$ cat config.mk
export PLATFORM = sky130hd
export DESIGN_NAME = dmem_req_ctrl_flat
export DESIGN_NICKNAME = d
export VERILOG_FILES = /design/src/rtl/dmem_req_ctrl_pkg.sv /design/src/rtl/dmem_req_ctrl_if.sv /design/src/rtl/dmem_req_ctrl.sv /design/src/flat_wrapper.sv
export SDC_FILE = /design/constraint.sdc
export NUM_CORES = 1
export LEC_CHECK = 0
export CORE_MARGIN = 4
export CORE_UTILIZATION = 30
export CTS_BUF_LIST = sky130_fd_sc_hd__clkbuf_4
export DETAILED_ROUTE_END_ITERATION = 16
export MAX_ROUTING_LAYER = met4
export PLACE_DENSITY_LB_ADDON = 0.2
export SLEW_MARGIN = 30
export SYNTH_ARGS = -nofsm -noshare
export SYNTH_HDL_FRONTEND = slang
export SYNTH_SLANG_ARGS = --single-unit
$ cat constraint.sdc
create_clock -name clock -period 1.8 [get_ports clock]
set_input_delay 0.27 -clock clock [delete_from_list [all_inputs] [get_ports clock]]
set_output_delay 0.27 -clock clock [all_outputs]
set_load 0.05 [all_outputs]
$ cat src/rtl/dmem_req_ctrl_pkg.sv
// Shared definitions for the data-memory request controller: bus sizes and
// commands, XLEN, the controller state enum and the latched request payload.
package dmem_req_ctrl_pkg;

  localparam int unsigned XLEN  = 32;
  localparam int unsigned TAG_W = 4;

  typedef enum logic [1:0] {
    BYTE = 2'h0,
    HALF = 2'h1,
    WORD = 2'h2
  } MEM_SIZE;

  typedef enum logic [1:0] {
    BUS_NONE  = 2'h0,
    BUS_LOAD  = 2'h1,
    BUS_STORE = 2'h2
  } BUS_COMMAND;

  typedef enum logic [2:0] {
    DMEM_IDLE  = 3'h0,
    DMEM_ISSUE = 3'h1,
    DMEM_WAIT  = 3'h2,
    DMEM_DRAIN = 3'h3,
    DMEM_DONE  = 3'h4
  } DMEM_REQ_STATE;

  // Request as latched at acceptance
  typedef struct packed {
    logic            is_store;
    logic [1:0]      size;
    logic [XLEN-1:0] addr;
    logic [XLEN-1:0] data;
  } dmem_req_t;

  // HALF needs addr[0]==0, WORD needs addr[1:0]==0; BYTE is always aligned
  function automatic logic is_misaligned(input logic [1:0] size, input logic [1:0] addr_lo);
    return ((size == HALF) && addr_lo[0]) || ((size == WORD) && (addr_lo != 2'b00));
  endfunction

endpackage

$ cat src/rtl/dmem_req_ctrl_if.sv
// Handshake and Dmem bus bundle for dmem_req_ctrl.
//   request side : flush, req_valid/req_ready, req_is_store, req_size, req_addr, req_data
//   Dmem bus     : proc2Dmem_command/size/addr/data, Dmem2proc_response/data/tag
//   completion   : resp_valid, resp_is_store, resp_err, resp_data
// Modports: slave = the controller, master = the issuing pipeline plus memory.
interface dmem_req_ctrl_if;
  import dmem_req_ctrl_pkg::*;

  logic             flush;
  logic             req_valid;
  logic             req_ready;
  logic             req_is_store;
  logic [1:0]       req_size;
  logic [XLEN-1:0]  req_addr;
  logic [XLEN-1:0]  req_data;

  logic [1:0]       proc2Dmem_command;
  logic [1:0]       proc2Dmem_size;
  logic [XLEN-1:0]  proc2Dmem_addr;
  logic [XLEN-1:0]  proc2Dmem_data;
  logic [TAG_W-1:0] Dmem2proc_response;
  logic [XLEN-1:0]  Dmem2proc_data;
  logic [TAG_W-1:0] Dmem2proc_tag;

  logic             resp_valid;
  logic             resp_is_store;
  logic             resp_err;
  logic [XLEN-1:0]  resp_data;

  modport slave (
    input  flush, req_valid, req_is_store, req_size, req_addr, req_data,
    input  Dmem2proc_response, Dmem2proc_data, Dmem2proc_tag,
    output req_ready,
    output proc2Dmem_command, proc2Dmem_size, proc2Dmem_addr, proc2Dmem_data,
    output resp_valid, resp_is_store, resp_err, resp_data
  );

  modport master (
    output flush, req_valid, req_is_store, req_size, req_addr, req_data,
    output Dmem2proc_response, Dmem2proc_data, Dmem2proc_tag,
    input  req_ready,
    input  proc2Dmem_command, proc2Dmem_size, proc2Dmem_addr, proc2Dmem_data,
    input  resp_valid, resp_is_store, resp_err, resp_data
  );

endinterface

$ cat src/rtl/dmem_req_ctrl.sv
// Sequential data-memory request controller between EX issue and the tagged
// Dmem bus. Accepts one load/store at a time, holds the bus command until the
// memory returns a nonzero tag, then waits for that tag's data (loads) and
// emits a one-cycle completion carrying the raw word, store flag or error.
// Ports:
//   clock, reset_n : rising-edge clock, asynchronous active-low reset
//   bus            : dmem_req_ctrl_if.slave (request, Dmem bus, completion)
//   stat_loads, stat_stores, stat_stall_cycles : 32-bit counters, present
//                    only when DMEM_REQ_STATS_EN is defined
// Parameter MAX_WAIT: cycles spent waiting for a load tag before erroring.
module dmem_req_ctrl
  import dmem_req_ctrl_pkg::*;
#(
  parameter int unsigned MAX_WAIT = 64
) (
  input  logic           clock,
  input  logic           reset_n,
  dmem_req_ctrl_if.slave bus
`ifdef DMEM_REQ_STATS_EN
  ,
  output logic [31:0]    stat_loads,
  output logic [31:0]    stat_stores,
  output logic [31:0]    stat_stall_cycles
`endif
);

  localparam int unsigned      CNT_W     = $clog2(MAX_WAIT) + 1;
  localparam logic [CNT_W-1:0] WAIT_LAST = CNT_W'(MAX_WAIT - 1);

  DMEM_REQ_STATE    state_q, state_d;
  dmem_req_t        req_q, req_d;
  logic [TAG_W-1:0] tag_q, tag_d;
  logic [CNT_W-1:0] cnt_q, cnt_d;
  logic             err_q, err_d;
  logic [XLEN-1:0]  data_q, data_d;

  logic             tag_hit;
  logic             wait_expired;
  logic [CNT_W-1:0] cnt_inc;

  // Latched tag is never 0 while WAIT/DRAIN is active, so "no return" never matches
  assign tag_hit      = (bus.Dmem2proc_tag == tag_q);
  assign wait_expired = (cnt_q == WAIT_LAST);
  assign cnt_inc      = (cnt_q == '1) ? cnt_q : cnt_q + CNT_W'(1);

  // State, request, tag, counter and result registers
  always_ff @(posedge clock or negedge reset_n) begin
    if (!reset_n) begin
      state_q <= DMEM_IDLE;
      req_q   <= '0;
      tag_q   <= '0;
      cnt_q   <= '0;
      err_q   <= 1'b0;
      data_q  <= '0;
    end else begin
      state_q <= state_d;
      req_q   <= req_d;
      tag_q   <= tag_d;
      cnt_q   <= cnt_d;
      err_q   <= err_d;
      data_q  <= data_d;
    end
  end

  // Next-state and register updates
  always_comb begin
    state_d = state_q;
    req_d   = req_q;
    tag_d   = tag_q;
    cnt_d   = cnt_q;
    err_d   = err_q;
    data_d  = data_q;

    unique case (state_q)
      DMEM_IDLE: begin
        if (bus.req_valid && !bus.flush) begin
          req_d.is_store = bus.req_is_store;
          req_d.size     = bus.req_size;
          req_d.addr     = bus.req_addr;
          req_d.data     = bus.req_data;
          data_d         = '0;
          if (is_misaligned(bus.req_size, bus.req_addr[1:0])) begin
            err_d   = 1'b1;
            state_d = DMEM_DONE;
          end else begin
            err_d   = 1'b0;
            state_d = DMEM_ISSUE;
          end
        end
      end

      DMEM_ISSUE: begin
        // A flushed cycle drives BUS_NONE, so any response is not an acceptance
        if (bus.flush) begin
          state_d = DMEM_IDLE;
        end else if (bus.Dmem2proc_response != '0) begin
          if (req_q.is_store) begin
            state_d = DMEM_DONE;
          end else begin
            tag_d   = bus.Dmem2proc_response;
            cnt_d   = '0;
            state_d = DMEM_WAIT;
          end
        end
      end

      DMEM_WAIT: begin
        if (tag_hit) begin
          data_d  = bus.Dmem2proc_data;
          state_d = bus.flush ? DMEM_IDLE : DMEM_DONE;
        end else if (wait_expired) begin
          err_d   = 1'b1;
          data_d  = '0;
          state_d = bus.flush ? DMEM_IDLE : DMEM_DONE;
        end else begin
          cnt_d = cnt_inc;
          if (bus.flush) begin
            state_d = DMEM_DRAIN;
          end
        end
      end

      // Squashed load: swallow its tag (or give up) without reporting
      DMEM_DRAIN: begin
        if (tag_hit || wait_expired) begin
          state_d = DMEM_IDLE;
        end else begin
          cnt_d = cnt_inc;
        end
      end

      DMEM_DONE: begin
        state_d = DMEM_IDLE;
      end

      default: begin
        state_d = DMEM_IDLE;
      end
    endcase
  end

  // Outputs: handshake, bus command and completion follow state and flush directly
  always_comb begin
    bus.req_ready         = 1'b0;
    bus.proc2Dmem_command = BUS_NONE;
    bus.proc2Dmem_size    = req_q.size;
    bus.proc2Dmem_addr    = req_q.addr;
    bus.proc2Dmem_data    = req_q.data;
    bus.resp_valid        = 1'b0;
    bus.resp_is_store     = 1'b0;
    bus.resp_err          = 1'b0;
    bus.resp_data         = '0;

    if ((state_q == DMEM_IDLE) && !bus.flush) begin
      bus.req_ready = 1'b1;
    end

    if ((state_q == DMEM_ISSUE) && !bus.flush) begin
      bus.proc2Dmem_command = req_q.is_store ? BUS_STORE : BUS_LOAD;
    end

    if ((state_q == DMEM_DONE) && !bus.flush) begin
      bus.resp_valid    = 1'b1;
      bus.resp_is_store = req_q.is_store;
      bus.resp_err      = err_q;
      bus.resp_data     = data_q;
    end
  end

`ifdef DMEM_REQ_STATS_EN
  // Completion and stall counters, wrapping modulo 2^32
  always_ff @(posedge clock or negedge reset_n) begin
    if (!reset_n) begin
      stat_loads        <= '0;
      stat_stores       <= '0;
      stat_stall_cycles <= '0;
    end else begin
      if (bus.resp_valid && req_q.is_store) begin
        stat_stores <= stat_stores + 32'd1;
      end
      if (bus.resp_valid && !req_q.is_store) begin
        stat_loads <= stat_loads + 32'd1;
      end
      if ((state_q == DMEM_ISSUE) || (state_q == DMEM_WAIT) || (state_q == DMEM_DRAIN)) begin
        stat_stall_cycles <= stat_stall_cycles + 32'd1;
      end
    end
  end
`endif

endmodule
$ cat src/flat_wrapper.sv
// flat-port wrapper written by rule: the top's interface ports become plain ports
module dmem_req_ctrl_flat import dmem_req_ctrl_pkg::*;
#(
  parameter int unsigned MAX_WAIT = 64
)
  (clock, reset_n, bus_flush, bus_req_valid, bus_req_is_store, bus_req_size, bus_req_addr, bus_req_data, bus_Dmem2proc_response, bus_Dmem2proc_data, bus_Dmem2proc_tag, bus_req_ready, bus_proc2Dmem_command, bus_proc2Dmem_size, bus_proc2Dmem_addr, bus_proc2Dmem_data, bus_resp_valid, bus_resp_is_store, bus_resp_err, bus_resp_data);
  dmem_req_ctrl_if bus_i ();
  input  logic clock;
  input  logic reset_n;
  input wire logic [$bits(bus_i.flush)-1:0] bus_flush;
  input wire logic [$bits(bus_i.req_valid)-1:0] bus_req_valid;
  input wire logic [$bits(bus_i.req_is_store)-1:0] bus_req_is_store;
  input wire logic [$bits(bus_i.req_size)-1:0] bus_req_size;
  input wire logic [$bits(bus_i.req_addr)-1:0] bus_req_addr;
  input wire logic [$bits(bus_i.req_data)-1:0] bus_req_data;
  input wire logic [$bits(bus_i.Dmem2proc_response)-1:0] bus_Dmem2proc_response;
  input wire logic [$bits(bus_i.Dmem2proc_data)-1:0] bus_Dmem2proc_data;
  input wire logic [$bits(bus_i.Dmem2proc_tag)-1:0] bus_Dmem2proc_tag;
  output wire logic [$bits(bus_i.req_ready)-1:0] bus_req_ready;
  output wire logic [$bits(bus_i.proc2Dmem_command)-1:0] bus_proc2Dmem_command;
  output wire logic [$bits(bus_i.proc2Dmem_size)-1:0] bus_proc2Dmem_size;
  output wire logic [$bits(bus_i.proc2Dmem_addr)-1:0] bus_proc2Dmem_addr;
  output wire logic [$bits(bus_i.proc2Dmem_data)-1:0] bus_proc2Dmem_data;
  output wire logic [$bits(bus_i.resp_valid)-1:0] bus_resp_valid;
  output wire logic [$bits(bus_i.resp_is_store)-1:0] bus_resp_is_store;
  output wire logic [$bits(bus_i.resp_err)-1:0] bus_resp_err;
  output wire logic [$bits(bus_i.resp_data)-1:0] bus_resp_data;
  assign bus_i.flush = bus_flush;
  assign bus_i.req_valid = bus_req_valid;
  assign bus_i.req_is_store = bus_req_is_store;
  assign bus_i.req_size = bus_req_size;
  assign bus_i.req_addr = bus_req_addr;
  assign bus_i.req_data = bus_req_data;
  assign bus_i.Dmem2proc_response = bus_Dmem2proc_response;
  assign bus_i.Dmem2proc_data = bus_Dmem2proc_data;
  assign bus_i.Dmem2proc_tag = bus_Dmem2proc_tag;
  assign bus_req_ready = bus_i.req_ready;
  assign bus_proc2Dmem_command = bus_i.proc2Dmem_command;
  assign bus_proc2Dmem_size = bus_i.proc2Dmem_size;
  assign bus_proc2Dmem_addr = bus_i.proc2Dmem_addr;
  assign bus_proc2Dmem_data = bus_i.proc2Dmem_data;
  assign bus_resp_valid = bus_i.resp_valid;
  assign bus_resp_is_store = bus_i.resp_is_store;
  assign bus_resp_err = bus_i.resp_err;
  assign bus_resp_data = bus_i.resp_data;
  dmem_req_ctrl #(.MAX_WAIT(MAX_WAIT)) u_core (.clock(clock), .reset_n(reset_n), .bus(bus_i));
endmodule
==> impl_metrics.ini, run 1 <==
[cts]
cts_max_level = 4
cts_buffers = 17
cts_tree = done
clock-sinks = 114
clk_pin_slew_ns = 0.10
cts_buffer_depth = 2
clock_latency_ns = 0.50
cts-root-buf = clkbuf_4

[hold_path]
min_path_type = in -> async

[floorplanning]
die-area_um2 = 20000
ioPinCount = 215
fp.dieW_um = 142
rows = 48
die_h_um = 142
core_um2 = 17400
start_util = 0.307

[critical_path]
cp.arrival_ns = 1.79
critPathLaunchType = flop
worstPathCellList = buf_6 -> and3_4 -> clkbuf_16 -> and2_4 -> buf_12
crit_family = flip-flops
critPathSlowestCell = dfrtp_2
cp_num_cells = 5
crit_fanout = 13
crit_path_end_kind = output pin
cp.buffers_inverters = 3
reg2reg_depth = 7
cp_slowest_stage_delay_ns = 0.46
critPathKind = reg -> out
required_ns = 1.53

[pwr]
total_power_w = 0.0137
power.density_nw_per_um2 = 1600
leakage_nw = 3.87
ir_drop_v = 0.00105

[timing]
fin_crit_sh = 1.14
fin_ws_ns = -0.255
rsz0062_at_grt = yes
fin_skew_ns = 0.0114
tightest_slew_ns = 0.523
hold_violations = 0
max_slew_margin = 0.651
hold_ws_ns = 0.281
min_period_ns = 2.06
slew_viol_final = 0
setup_violations = 56
clock.fmax_ghz = 0.487

[yosys]
postSynthCellCount = 415
synth_cell_type_count = 42
synthMuxAreaShare = 0.158
synth_compound_area_frac = 0.0923
yosysMostFrequentCell = dfrtp_1
netlist_top_cells_area = dfrtp_1 53%, mux2_2 9.9%, buf_4 9.3%
yosysTopAreaCellShare = 0.533
ys.flop_type = dfrtp_1
synth_common_cells = 114 x dfrtp_1, 66 x buf_4, 47 x mux2_2
ys_warn_count = 0
seq_area_frac_synth = 0.533
avgSynthCellArea_um2 = 12.9
synth-seq-cells = 114
synth_fa_ha_area_frac = 0.00234
synth_edf_count = 0
synth_top_family_by_area = multiplexers
async_reset_ff_frac = 1.00
netlist_area_um2 = 5350
synth_fp_nets = 527
yosysTopAreaCell = dfrtp_1
yosys.area_share.simple = 0.0876
synth_xor_area_frac = 0.00654

[global_route]
grt-ovfl-total = 0
grt_pass1_vias = 4154
grt_max_degree = 44
grt_first_pass_wirelength_um = 22100
track_usage = 0.145
grt_antenna_before_repair = 1

[final_layout]
nFillCells = 1533
regArea_um2 = 2860
drive_above_1_share = 0.394
fin_nets = 726
syn_to_final_growth_pct = 60.0
post-route-util = 0.492
multi_input_area_um2 = 2010

[placement]
io_buffers = 214
hpwlAfterDp_um = 10400
gp_congestion = 0.782

[run_status]
status = finished, violations left
violations = negative setup slack

[drt]
route.detailed.drc = 0
detail_route.vias_per_cell = 4.53
first_pass_iters = 4
drtIter0Drc = 117
ant_nets = 0
routed_wl_um = 15000
via_count = 3862
wire_per_inst_um = 17.6

[flow_run]
drv_cap = 0
-- layer usage --
layer  share of wire  up-vias  track usage
li1                -     1803            -
met5               0        -            -
met2            0.54      131        0.252
met1            0.39     1918        0.162
met3           0.056       10       0.0428
met4           0.011        0       0.0449
-- cells by family (layout without fill, tap and decap cells) --
group,after synthesis,after routing
muxes,68,68
xor gates and xnor gates,4,4
buffers and inverters,91,303
adders and majority gates,1,1
other,0,1
AOI/OAI and AO/OA,60,60
DFF,114,114
and+or+nand+nor,77,77
-- sequential cells by signal (all words and copies together), names as in the netlist --
register and cells:
u_core.bus.proc2Dmem_addr 32, u_core.bus.proc2Dmem_data 32, u_core.bus.proc2Dmem_size 2, u_core.cnt_q 7, u_core.data_q 32, u_core.err_q 1
u_core.req_q 1, u_core.state_q 3, u_core.tag_q 4
-- final timing paths --
path / from / slack [ns] / endpoint
max in group asynchronous: reset_n / 0.92 / u_core.bus.proc2Dmem_data[6]$_DFFE_PN0P_
worst min register to register: u_core.data_q[23]$_DFFE_PN0P_ / 0.51 / u_core.data_q[23]$_DFFE_PN0P_
worst max register to register: u_core.state_q[2]$_DFFE_PN0P_ / -0.02 / u_core.data_q[30]$_DFFE_PN0P_
worst min-delay path: reset_n / 0.28 / u_core.bus.proc2Dmem_data[28]$_DFFE_PN0P_
worst max-delay path: u_core.state_q[2]$_DFFE_PN0P_ / -0.26 / bus_resp_data[8]
min in group clock: bus_Dmem2proc_data[12] / 0.36 / u_core.data_q[12]$_DFFE_PN0P_
-- per-stage QoR --
step | instance area (um2) | instances | setup TNS [ns] | worst slack (ns)
global route | 8560 | 853 | -16.57 | -0.401
floorplan | 5400 | 415 | -11.08 | -0.256
finish | 8560 | 853 | -8.39 | -0.255
global placement | 7860 | 800 | -23.55 | -0.291
CTS | 8240 | 838 | -10.83 | -0.324
detailed placement | 7860 | 800 | -24.76 | -0.296
-- layout by cell type, fill, tap and decap left out, types with 3 or more instances in the layout --
| cell type | instances |
|---|---|
| a31oi_1 | 5 |
| nor2_1 | 4 |
| buf_12 | 43 |
| clkdlybuf4s50_1 | 109 |
| a21oi_1 | 3 |
| o31ai_1 | 3 |
| buf_6 | 7 |
| xnor2_1 | 4 |
| clkbuf_4 | 17 |
| buf_4 | 38 |
| nor2b_1 | 3 |
| a22o_1 | 35 |
| inv_1 | 4 |
| mux2_4 | 21 |
| dlygate4sd2_1 | 54 |
| nand3_1 | 8 |
| clkinv_2 | 4 |
| nand2_1 | 4 |
| clkbuf_16 | 6 |
| dfrtp_1 | 112 |
| bufinv_16 | 5 |
| clkdlybuf4s15_1 | 5 |
| mux2_2 | 47 |
| and2_4 | 35 |
| clkinvlp_4 | 3 |
-- worst reg2reg max path: stages, from the launching register on --
cell and delay, ns:
dfrtp_2 0.46, buf_6 0.13, buf_6 0.11, or3b_4 0.41, o31ai_4 0.23, buf_6 0.16, buf_12 0.12, a22o_1 0.15
-- final cells by class --
cell class | instances | share of cell area
well taps | 225 | 0.0329
clock inverters | 15 | 0.0250
clock buffers | 17 | 0.0149
diodes | 1 | 0.000292
inverters | 5 | 0.00219
repair buffers | 266 | 0.357
flip-flops and latches | 114 | 0.333
multi-input cells | 210 | 0.234
-- timing repair --
item	4_1_cts	5_1_grt
setup buffers	5	7
pin swaps	6	4
resized for setup	84	37
setup endpoints to repair	98	98
hold buffers	1	0
hold endpoints to repair	35	0
cloned	0	8
-- power breakdown --
group | switching [W] | internal [W]
registers | 0.000577 | 0.00357
logic | 0.00445 | 0.00289
clock network | 0.00102 | 0.00123
(Power assumes the default switching activity.)
==> inputs of run 2 (changes only) <==
--- a/config.mk
+++ b/config.mk
@@ -5,7 +5,6 @@
 export SDC_FILE = /design/constraint.sdc
 export NUM_CORES = 1
 export LEC_CHECK = 0
-export CORE_MARGIN = 4
 export CORE_UTILIZATION = 30
 export CTS_BUF_LIST = sky130_fd_sc_hd__clkbuf_4
 export DETAILED_ROUTE_END_ITERATION = 16
==> impl_metrics.ini, run 2 (synthesis gave the netlist of run 1 again) <==
[run_status]
status = finished, violations left
violations = negative setup slack

[timing]
tightest_slew_ns = 0.523
hold_violations = 0
rsz0062_at_grt = yes
setup_violations = 107
fin_skew_ns = 0.0120
fin_ws_ns = -0.281
min_period_ns = 2.08
fin_crit_sh = 1.16
slew_viol_final = 0
clock.fmax_ghz = 0.481
max_slew_margin = 0.653

[cts]
cts_max_level = 4
cts_buffers = 17
cts_buffer_depth = 2
cts_tree = done
clk_pin_slew_ns = 0.11
clock_latency_ns = 0.51
cts-root-buf = clkbuf_4
clock-sinks = 114

[placement]
place_area_um2 = 7840
numPlacedInstances = 802
hpwlAfterDp_um = 9830
gp_congestion = 0.803
io_buffers = 214

[drt]
first_pass_iters = 4
route.detailed.drc = 0
wire_per_inst_um = 17.6
via_count = 3930
detail_route.vias_per_cell = 4.55
drtIter0Drc = 159
ant_nets = 0
routed_wl_um = 15200

[global_route]
grt_antenna_before_repair = 1
grt_pass1_vias = 4253
grt-ovfl-total = 0
grt_first_pass_wirelength_um = 23300
grt_max_degree = 64
track_usage = 0.173

[critical_path]
critPathLaunchType = flop
cp.arrival_ns = 1.81
crit_fanout = 9
crit_family = simple AND/OR/NAND/NOR gates
worstPathCellList = nor2_2 -> and3_4 -> clkbuf_16 -> and2_4 -> buf_12
crit_path_end_kind = output pin
cp_slowest_stage_delay_ns = 0.43
required_ns = 1.53
critPathKind = reg -> out
critPathSlowestCell = dfrtp_1
cp.buffers_inverters = 2

[final_layout]
regArea_um2 = 2860
postLayoutCellArea_um2 = 8640
drive_above_1_share = 0.408
multi_input_area_um2 = 2010
post-route-util = 0.498
final_cell_mix = 112 x dfrtp_1, 109 x clkdlybuf4s50_1, 53 x dlygate4sd2_1
fin_nets = 736
layout_commonest_cell = dfrtp_1
nFillCells = 1553
syn_to_final_growth_pct = 61.3
fin_cells = 863

[flow_run]
drv_cap = 0

[pwr]
ir_drop_v = 0.000973
power.density_nw_per_um2 = 1590
leakage_nw = 3.91

[floorplanning]
core_um2 = 17400
rows = 48
die-area_um2 = 18400
die_h_um = 136
fp.dieW_um = 136
start_util = 0.308
ioPinCount = 215

[hold_path]
min_path_type = in -> async
==> run 2: final timing paths <==
check | startpoint | end | slack [ns] | cells after the start
max in group asynchronous | reset_n | u_core.data_q[31]$_DFFE_PN0P_ | 0.87 | 3
worst max register to register | u_core.state_q[0]$_DFFE_PN0P_ | u_core.bus.proc2Dmem_data[8]$_DFFE_PN0P_ | -0.07 | 7
worst max-delay path | u_core.state_q[0]$_DFFE_PN0P_ | bus_resp_data[16] | -0.28 | 5
min in group clock | bus_req_data[16] | u_core.bus.proc2Dmem_data[16]$_DFFE_PN0P_ | 0.36 | 2
worst min-delay path | reset_n | u_core.bus.proc2Dmem_addr[4]$_DFFE_PN0P_ | 0.24 | 2
worst min register to register | u_core.data_q[2]$_DFFE_PN0P_ | u_core.data_q[2]$_DFFE_PN0P_ | 0.51 | 1
==> run 2: cell type report <==
cell class                      count  share of cell area
Clock inverter                     14              0.0188
Sequential cell                   114               0.331
Multi-Input combinational cell    210               0.232
Inverter                            5             0.00217
Antenna cell                        1            0.000290
Timing Repair Buffer              276               0.367
Clock buffer                       18              0.0156
Tap cell                          225              0.0326
==> run 2: power breakdown <==
part           switching (W)  total [W]  internal (W)  leakage, nW
clock network        0.00106    0.00203      0.000971        0.146
registers           0.000586    0.00415       0.00357         1.42
logic                0.00447    0.00751       0.00304         2.34
==> run 2: metal layers <==
metal  up-vias  track usage  share of wire
li1       1835            -              -
met1      1946        0.208           0.42
met2       141        0.287           0.52
met3         8       0.0441          0.056
met4         0       0.0449         0.0065
met5         -            -              0
==> run 2: through the flow <==
| step | TNS, ns | power (W) | setup WS [ns] | hold slack (ns) |
|---|---|---|---|---|
| after floorplan | -11.08 | 0.00999 | -0.256 | -0.0256 |
| after global placement | -26.04 | 0.0113 | -0.276 | 0.245 |
| after detailed placement | -30.12 | 0.0114 | -0.313 | 0.250 |
| after CTS | -16.43 | 0.0136 | -0.365 | 0.195 |
| after global routing | -24.14 | 0.0144 | -0.402 | 0.211 |
| final | -12.26 | 0.0137 | -0.281 | 0.236 |
==> run 2: what timing repair did <==
action,in CTS,in global routing
buffers inserted,11,10
hold buffers,1,0
resized for setup,101,37
pin swaps,29,31
cloned,7,4
hold endpoints to repair,26,0
setup endpoints to repair,125,82
